<file path="src/rtl/types_pkg.sv">
// Shared types and defaults for the physical-register free list.
// Holds the tag/checkpoint-id types, the free-list pointer struct and
// pointer arithmetic helpers used by preg_free_list and its checkpoint table.
package types_pkg;

    localparam int NUM_PREGS = 128;
    localparam int NUM_AREGS = 32;
    localparam int NUM_CKPT  = 4;

    typedef logic [6:0] preg_t;
    typedef logic [1:0] ckpt_id_t;

    // Circular-buffer pointer: slot index plus a wrap bit that toggles on
    // every pass, so equal indices can be told apart as empty or full.
    typedef struct packed {
        logic       wrap;
        logic [6:0] idx;
    } fl_ptr_t;

    // Advance a pointer by one slot, wrapping last_idx -> 0 with a wrap toggle.
    function automatic fl_ptr_t ptr_inc(input fl_ptr_t p, input logic [6:0] last_idx);
        fl_ptr_t r;
        if (p.idx == last_idx) begin
            r.idx  = 7'd0;
            r.wrap = ~p.wrap;
        end else begin
            r.idx  = p.idx + 7'd1;
            r.wrap = p.wrap;
        end
        return r;
    endfunction

    // Number of entries between head and tail, taking the wrap bits into account.
    function automatic logic [6:0] ptr_dist(input fl_ptr_t tail, input fl_ptr_t head,
                                            input logic [6:0] depth);
        logic [6:0] d;
        if (tail.wrap == head.wrap) begin
            d = tail.idx - head.idx;
        end else begin
            d = depth - head.idx + tail.idx;
        end
        return d;
    endfunction

endpackage

</file>
<file path="src/rtl/freelist_ckpt_table.sv">
// Branch checkpoint table for the free list: one valid bit and one saved
// head pointer per slot. Single write port (save), single read port
// (restore). A save into a valid slot, or while every slot is valid, is
// dropped here. The full flag is registered so it never depends
// combinationally on the current cycle's inputs.
module freelist_ckpt_table #(
    parameter int NUM_CKPT = types_pkg::NUM_CKPT
) (
    input  logic                clk,
    input  logic                reset,
    input  logic                wr_en,
    input  types_pkg::ckpt_id_t wr_id,
    input  types_pkg::fl_ptr_t  wr_ptr,
    input  logic                clr_en,
    input  types_pkg::ckpt_id_t clr_id,
    input  logic                clr_all,
    input  types_pkg::ckpt_id_t rd_id,
    output types_pkg::fl_ptr_t  rd_ptr,
    output logic                rd_valid,
    output logic                full
);

    logic [NUM_CKPT-1:0] valid_r;
    logic [NUM_CKPT-1:0] valid_nxt_s;
    logic                full_r;
    logic                wr_ok_s;
    types_pkg::fl_ptr_t  saved_r [NUM_CKPT];

    assign wr_ok_s  = wr_en && !valid_r[wr_id] && !full_r;
    assign rd_ptr   = saved_r[rd_id];
    assign rd_valid = valid_r[rd_id];
    assign full     = full_r;

    // Next-state of the valid bits: flush beats save, save beats free.
    always_comb begin
        valid_nxt_s = valid_r;
        for (int i = 0; i < NUM_CKPT; i++) begin
            if (clr_all) begin
                valid_nxt_s[i] = 1'b0;
            end else if (wr_ok_s && (int'(wr_id) == i)) begin
                valid_nxt_s[i] = 1'b1;
            end else if (clr_en && (int'(clr_id) == i)) begin
                valid_nxt_s[i] = 1'b0;
            end else begin
                valid_nxt_s[i] = valid_r[i];
            end
        end
    end

    // Valid bits and the registered all-valid flag.
    always_ff @(posedge clk or negedge reset) begin
        if (!reset) begin
            valid_r <= '0;
            full_r  <= 1'b0;
        end else begin
            valid_r <= valid_nxt_s;
            full_r  <= &valid_nxt_s;
        end
    end

    // Saved head pointers, written only by an accepted save.
    always_ff @(posedge clk or negedge reset) begin
        if (!reset) begin
            for (int i = 0; i < NUM_CKPT; i++) begin
                saved_r[i] <= '0;
            end
        end else if (wr_ok_s) begin
            saved_r[wr_id] <= wr_ptr;
        end
    end

endmodule

</file>
<file path="src/rtl/preg_free_list.sv">
// Physical register free list: circular FIFO of free tags with head
// (allocate) and tail (release) pointers, branch checkpoints of the head
// pointer and a one-cycle RECOVER state after a mispredict restore.
// Optional macro FREELIST_STATS_EN adds a saturating allocation-stall
// counter on stall_cnt; without it stall_cnt is tied to zero.
module preg_free_list #(
    parameter int NUM_PREGS = types_pkg::NUM_PREGS,
    parameter int NUM_AREGS = types_pkg::NUM_AREGS,
    parameter int NUM_CKPT  = types_pkg::NUM_CKPT
) (
    input  logic                clk,
    input  logic                reset,
    input  logic                alloc_req,
    output logic                alloc_gnt,
    output types_pkg::preg_t    alloc_preg,
    input  logic                write_en,
    input  types_pkg::preg_t    rob_data_in,
    input  logic                ckpt_save,
    input  types_pkg::ckpt_id_t ckpt_save_id,
    input  logic                ckpt_free,
    input  types_pkg::ckpt_id_t ckpt_free_id,
    input  logic                mispredict,
    input  types_pkg::ckpt_id_t mispredict_id,
    output logic                ckpt_full,
    output logic [6:0]          free_count,
    output logic                overflow_err,
    output logic [31:0]         stall_cnt
);

    localparam int         DEPTH    = NUM_PREGS - NUM_AREGS;
    localparam logic [6:0] DEPTH_C  = 7'(DEPTH);
    localparam logic [6:0] LAST_IDX = 7'(DEPTH - 1);

    localparam logic [0:0] ST_RUN     = 1'b0;
    localparam logic [0:0] ST_RECOVER = 1'b1;

    types_pkg::preg_t   buf_r [DEPTH];
    types_pkg::fl_ptr_t head_r, tail_r;
    types_pkg::fl_ptr_t head_alloc_s, head_nxt_s, tail_nxt_s;
    types_pkg::fl_ptr_t ckpt_rd_ptr_s;
    logic [0:0]         state_r, state_nxt_s;
    logic [6:0]         count_s;
    logic               ckpt_rd_valid_s;
    logic               mp_ok_s;
    logic               rel_live_s;
    logic               rel_ok_s;
    logic               rel_drop_s;
    logic               overflow_r;

    assign count_s      = types_pkg::ptr_dist(tail_r, head_r, DEPTH_C);
    assign free_count   = count_s;
    assign alloc_preg   = buf_r[head_r.idx];
    assign alloc_gnt    = alloc_req && (count_s != 7'd0) && (state_r == ST_RUN) && !mispredict;
    assign mp_ok_s      = mispredict && ckpt_rd_valid_s;
    assign rel_live_s   = write_en && (rob_data_in != 7'd0);
    assign rel_ok_s     = rel_live_s && (count_s != DEPTH_C);
    assign rel_drop_s   = rel_live_s && (count_s == DEPTH_C);
    assign overflow_err = overflow_r;

    // Pointer and FSM next-state; a restore overrides the allocation advance.
    always_comb begin
        head_alloc_s = alloc_gnt ? types_pkg::ptr_inc(head_r, LAST_IDX) : head_r;
        head_nxt_s   = mp_ok_s ? ckpt_rd_ptr_s : head_alloc_s;
        tail_nxt_s   = rel_ok_s ? types_pkg::ptr_inc(tail_r, LAST_IDX) : tail_r;
        case (state_r)
            ST_RUN:     state_nxt_s = mp_ok_s ? ST_RECOVER : ST_RUN;
            ST_RECOVER: state_nxt_s = ST_RUN;
            default:    state_nxt_s = ST_RUN;
        endcase
    end

    // Pointers, FSM state and the sticky overflow flag.
    always_ff @(posedge clk or negedge reset) begin
        if (!reset) begin
            head_r     <= '{wrap: 1'b0, idx: 7'd0};
            tail_r     <= '{wrap: 1'b1, idx: 7'd0};
            state_r    <= ST_RUN;
            overflow_r <= 1'b0;
        end else begin
            head_r     <= head_nxt_s;
            tail_r     <= tail_nxt_s;
            state_r    <= state_nxt_s;
            overflow_r <= overflow_r | rel_drop_s;
        end
    end

    // Tag storage: preloaded with the non-architectural tags, refilled at tail.
    always_ff @(posedge clk or negedge reset) begin
        if (!reset) begin
            for (int i = 0; i < DEPTH; i++) begin
                buf_r[i] <= types_pkg::preg_t'(NUM_AREGS + i);
            end
        end else if (rel_ok_s) begin
            buf_r[tail_r.idx] <= rob_data_in;
        end
    end

    freelist_ckpt_table #(
        .NUM_CKPT (NUM_CKPT)
    ) u_ckpt (
        .clk      (clk),
        .reset    (reset),
        .wr_en    (ckpt_save && !mp_ok_s),
        .wr_id    (ckpt_save_id),
        .wr_ptr   (head_alloc_s),
        .clr_en   (ckpt_free && !mp_ok_s),
        .clr_id   (ckpt_free_id),
        .clr_all  (mp_ok_s),
        .rd_id    (mispredict_id),
        .rd_ptr   (ckpt_rd_ptr_s),
        .rd_valid (ckpt_rd_valid_s),
        .full     (ckpt_full)
    );

`ifdef FREELIST_STATS_EN
    logic [31:0] stall_r;

    // Saturating count of cycles where rename asked but got no tag.
    always_ff @(posedge clk or negedge reset) begin
        if (!reset) begin
            stall_r <= 32'd0;
        end else if (alloc_req && !alloc_gnt && (stall_r != 32'hFFFF_FFFF)) begin
            stall_r <= stall_r + 32'd1;
        end
    end

    assign stall_cnt = stall_r;
`else
    assign stall_cnt = 32'd0;
`endif

endmodule

</file>
<file path="config.mk">
export PLATFORM = sky130hd
export DESIGN_NAME = preg_free_list
export DESIGN_NICKNAME = d
export VERILOG_FILES = /design/src/rtl/types_pkg.sv /design/src/rtl/freelist_ckpt_table.sv /design/src/rtl/preg_free_list.sv
export SDC_FILE = /design/constraint.sdc
export NUM_CORES = 1
export LEC_CHECK = 0
export ABC_AREA = 1
export CORE_MARGIN = 8
export CORE_UTILIZATION = 30
export CTS_BUF_LIST = sky130_fd_sc_hd__clkbuf_8
export DETAILED_ROUTE_END_ITERATION = 12
export HOLD_SLACK_MARGIN = 0.05
export PLACE_DENSITY_LB_ADDON = 0.08
export SLEW_MARGIN = 20
export SYNTH_ARGS = -nofsm -noshare
export SYNTH_HDL_FRONTEND = slang
export SYNTH_SLANG_ARGS = --single-unit
</file>
<file path="constraint.sdc">
create_clock -name clk -period 4.2 [get_ports clk]
set_clock_uncertainty 0.15 [all_clocks]
set_input_delay 0.84 -clock clk [delete_from_list [all_inputs] [get_ports clk]]
set_output_delay 0.84 -clock clk [all_outputs]
set_load 0.005 [all_outputs]
</file>
==> flow_metrics.py, run 1 <==
metrics = {
    "status": {
        "outcome": "complete, but fails checks",
        "violations": "setup timing",
    },
    "logic_synthesis": {
        "synth_cell_type_count": 39,
        "ys_warn_count": 0,
        "netlist_area_mm2": 0.0377,
        "synth.avg_cell_area_um2": 7.81,
        "synth_cells": 4824,
        "synthFlopType": "dfstp_2",
        "ys_ff_latch": 727,
        "synth_edf_count": 0,
        "synthArstFlopShare_pct": 100,
        "ys_seq_area_share_pct": 49.5,
    },
    "grt": {
        "grt_pass1_wl_um": 232000,
        "grt_antenna_before_repair": 1,
        "grt_max_degree": 128,
        "grt_pass1_vias": 34400,
        "grt.overflow.total": 0,
        "grt_usage_pct": 22.1,
    },
    "routing": {
        "antenna_left": 0,
        "wl_um": 153000,
        "vias": 34300,
        "firstDrtPassIters": 8,
        "drt_iter0_markers": 2620,
        "drc": 0,
        "wl_per_cell_um": 22.7,
        "via_per_inst": 5.08,
    },
    "setup_path": {
        "reg2reg_from": "head_r[2]",
        "endpoint_kind": "output port",
        "worst_ep_arrival_time_ns": 3.28,
        "reg2reg_to": "buf_r[218]",
        "worst_path_max_delay_cell": "dfrtp_4",
        "cp_max_fo": 28,
        "reg2reg_depth": 22,
        "crit_type": "flop to output port",
        "path_cells": "buf_12 -> buf_16 -> o21ai_1 -> o22ai_1 -> nand2_1 -> o211ai_1 -> nand3_1 -> o21ai_1 -> buf_4 -> nand2_4 -> nand3_4 -> buf_6",
        "cp-start-kind": "flop",
        "critPathMostFrequentCell": "o21ai_1",
        "slowest_delay_ns": 0.54,
        "reg2reg_slack_ns": 0.59,
        "cp.required_ns": 3.21,
    },
    "timing": {
        "timing.final.crit_share_pct": 102,
        "setup_viol": 4,
        "min_period_ns": 4.27,
        "layout_setup_ws_ns": -0.0668,
        "final_max_slew_viol_count": 0,
        "worst_pin_slew_ns": 1.06,
        "rsz0062_at_grt": "yes",
        "fmax_mhz": 234,
        "hold_viol": 0,
        "maxSlewHeadroom_pct": 29.1,
    },
    "floorplan": {
        "die_area_mm2": 0.137,
        "rows": 130,
        "fp.dieW_um": 370,
        "start_util_pct": 30.1,
        "io_pins": 69,
        "core_area_mm2": 0.125,
        "die_h_um": 370,
    },
    "min_path": {
        "worstHoldPathCells": 3,
        "worstHoldStart": "rob_data_in[1]",
        "holdPathEnd": "buf_r[141]",
        "holdCritPathClass": "input pin to flop",
    },
    "clock_network": {
        "clock_sinks": 727,
        "cts_root_buf": "clkbuf_8",
        "htree_levels": 4,
        "numCtsBuffers": 144,
        "cts_tree": "done",
        "clkSlewWorstSetupHoldPaths_ns": 0.06,
        "cts_buffer_depth": 3,
        "clk-insertion-delay-late_ns": 0.86,
    },
    "pwr": {
        "power.density_mw_per_mm2": 709,
        "power.leakage_nw": 21.9,
        "p_total_mw": 32.1,
        "ir_drop_v": 0.000278,
    },
    "final_layout": {
        "drive_above_1_share_pct": 22.0,
        "seqCellArea_mm2": 0.0187,
        "multiInputGateArea_mm2": 0.0177,
        "instances_no_fill": 6749,
        "syn_to_final_growth_pct": 20.1,
        "finish.net_count": 5022,
        "fill_cells": 13200,
    },
    "place": {
        "io_buffer_count": 36,
        "gp_congestion": 0.853,
        "dpl_worst_slack_ns": 0.0666,
        "hpwlAfterDp_um": 93100,
        "dp.cells": 6410,
    },
    "flow_run": {
        "maxCapViolations": 0,
    },
}
## worst max path at each step
stage                          to  startpoint  slack (ns)  depth (start not counted)
floorplan               alloc_gnt   head_r[2]        0.32                         15
global placement    alloc_preg[2]   head_r[1]       0.008                         10
detailed placement  alloc_preg[2]   head_r[1]        0.07                         10
CTS                 alloc_preg[2]   head_r[0]       -0.20                         10
global route        alloc_preg[5]   head_r[0]       -0.15                         15
finish              alloc_preg[0]   head_r[0]       -0.07                         12
## worst max-delay path, delay by kind of cell (launching register included)
kind,cells,cell delay (ns)
AO/OA/AOI/OAI,4,0.72
AND/OR/NAND/NOR,4,0.48
flip-flops,1,0.54
buffers and inverters,4,0.65
## cell type report
cell class | count | share of cell area, %
Tap cell | 1650 | 4.56
Clock buffer | 179 | 5.45
Timing Repair Buffer | 311 | 7.84
Antenna cell | 2 | 0.0111
Inverter | 59 | 0.584
Timing Repair inverter | 4 | 0.0775
Multi-Input combinational cell | 3736 | 39.2
Sequential cell | 727 | 41.3
Clock inverter | 81 | 0.971
## cells in the mapped netlist (2+ instances only)
master       n  area share [%]
ha_1        13            0.43
nand3_1    767              10
inv_1       42            0.42
inv_2       14            0.14
nor3_1       2           0.027
o21ai_0    238             3.2
clkbuf_1   136             1.4
nand2_2     79             1.3
nand4_1     11            0.18
nand3b_1     4           0.080
o22ai_1     92             1.5
clkinv_1     3           0.030
nand2_4     10            0.30
buf_4       35            0.70
nand3_2      3           0.080
nor2_1     310             3.1
buf_2       33            0.44
a21oi_1    114             1.5
fa_1         6            0.32
nor3_2       5            0.13
xnor2_1      3           0.070
buf_1       75            0.75
o211ai_1    63             1.3
dfrtp_1    358              24
o21a_1       2           0.040
xor2_1       5            0.12
nand2_1   1881              19
mux2i_1     84             2.2
buf_6       54             1.6
o21ai_1      5           0.066
dfstp_2    369              26
## through the flow
| step | hold slack [ns] | setup TNS, ns | util, % | cell area [um2] |
|---|---|---|---|---|
| after floorplan | 0.254 | 0 | - | 37800 |
| after CTS | 0.0925 | -0.796 | 36.0 | 45000 |
| after detailed placement | 0.277 | 0 | 32.4 | 40500 |
| final | 0.203 | -0.177 | 36.2 | 45200 |
| after global placement | 0.274 | 0 | 32.4 | 40500 |
| after global routing | 0.165 | -0.894 | 36.2 | 45200 |
## flip-flops by register name, indices dropped and copies added (netlist names)
| name | flops |
|---|---|
| u_ckpt.full | 1 |
| state_r | 1 |
| tail_r | 8 |
| overflow_err | 1 |
| head_r | 8 |
| buf_r | 672 |
| u_ckpt.saved_r | 32 |
| u_ckpt.valid_r | 4 |
## routing by layer
| metal | global-route usage [%] | part of all wire (%) |
|---|---|---|
| met3 | 3.18 | 4.1 |
| met5 | 0 | 0 |
| met1 | 31.3 | 48 |
| met4 | 6.87 | 2.9 |
| met2 | 34.7 | 45 |
## repair_timing
| action | in CTS | in global routing |
|---|---|---|
| pin swaps | 92 | 52 |
| hold buffers | 4 | 0 |
| cloned | 18 | 1 |
| endpoints found under the setup margin | 13 | 10 |
| hold endpoints to repair | 44 | 0 |
| resized for setup | 265 | 61 |
| setup buffers | 54 | 5 |
## placed cells by master, fill, tap and decap left out, drive strengths merged, types with 5 or more instances in the layout
master and count:
bufbuf 5, o22ai 92, clkbuf 179, inv 126, clkinv 12, nand2 1970, fa 6, nor2 311
o21ai 243, nand3 770, a21oi 115, xor2 5, clkdlybuf4s50 17, dfstp 369, mux2i 84, dfrtp 358
nand4 11, nor3 7, buf 282, ha 13, o211ai 63, conb 32
## report_power, final
part | switching [mW] | internal, mW | leakage, nW
Sequential | 1.07 | 9.07 | 8.62
Clock | 3.38 | 4.07 | 1.73
Combinational | 9.10 | 5.38 | 11.5
Total | 13.6 | 18.5 | 21.9
## kinds of logic (layout without fill, tap and decap cells)
logic type	after synthesis	after routing	share of synthesized area, %
adder cells (fa/ha/maj)	19	19	0.751
XOR/XNOR	9	9	0.229
multiplexers	84	84	2.23
AO/OA/AOI/OAI	518	518	7.66
other	1	34	0.00995
flip-flops	727	727	49.5
buffers and inverters	392	634	5.44
AND/OR/NAND/NOR	3074	3074	34.2
(Power assumes the default switching activity.)
==> run 2: changes to the inputs <==
--- a/config.mk
+++ b/config.mk
@@ -9,7 +9,9 @@
 export CORE_MARGIN = 8
 export CORE_UTILIZATION = 30
 export CTS_BUF_LIST = sky130_fd_sc_hd__clkbuf_8
+export CTS_CLUSTER_SIZE = 28
 export DETAILED_ROUTE_END_ITERATION = 12
+export GPL_TIMING_DRIVEN = 1
 export HOLD_SLACK_MARGIN = 0.05
 export PLACE_DENSITY_LB_ADDON = 0.08
 export SLEW_MARGIN = 20
==> results of run 2 <==
Same layout as run 1: the final DEF is identical, and so are final timing and power.
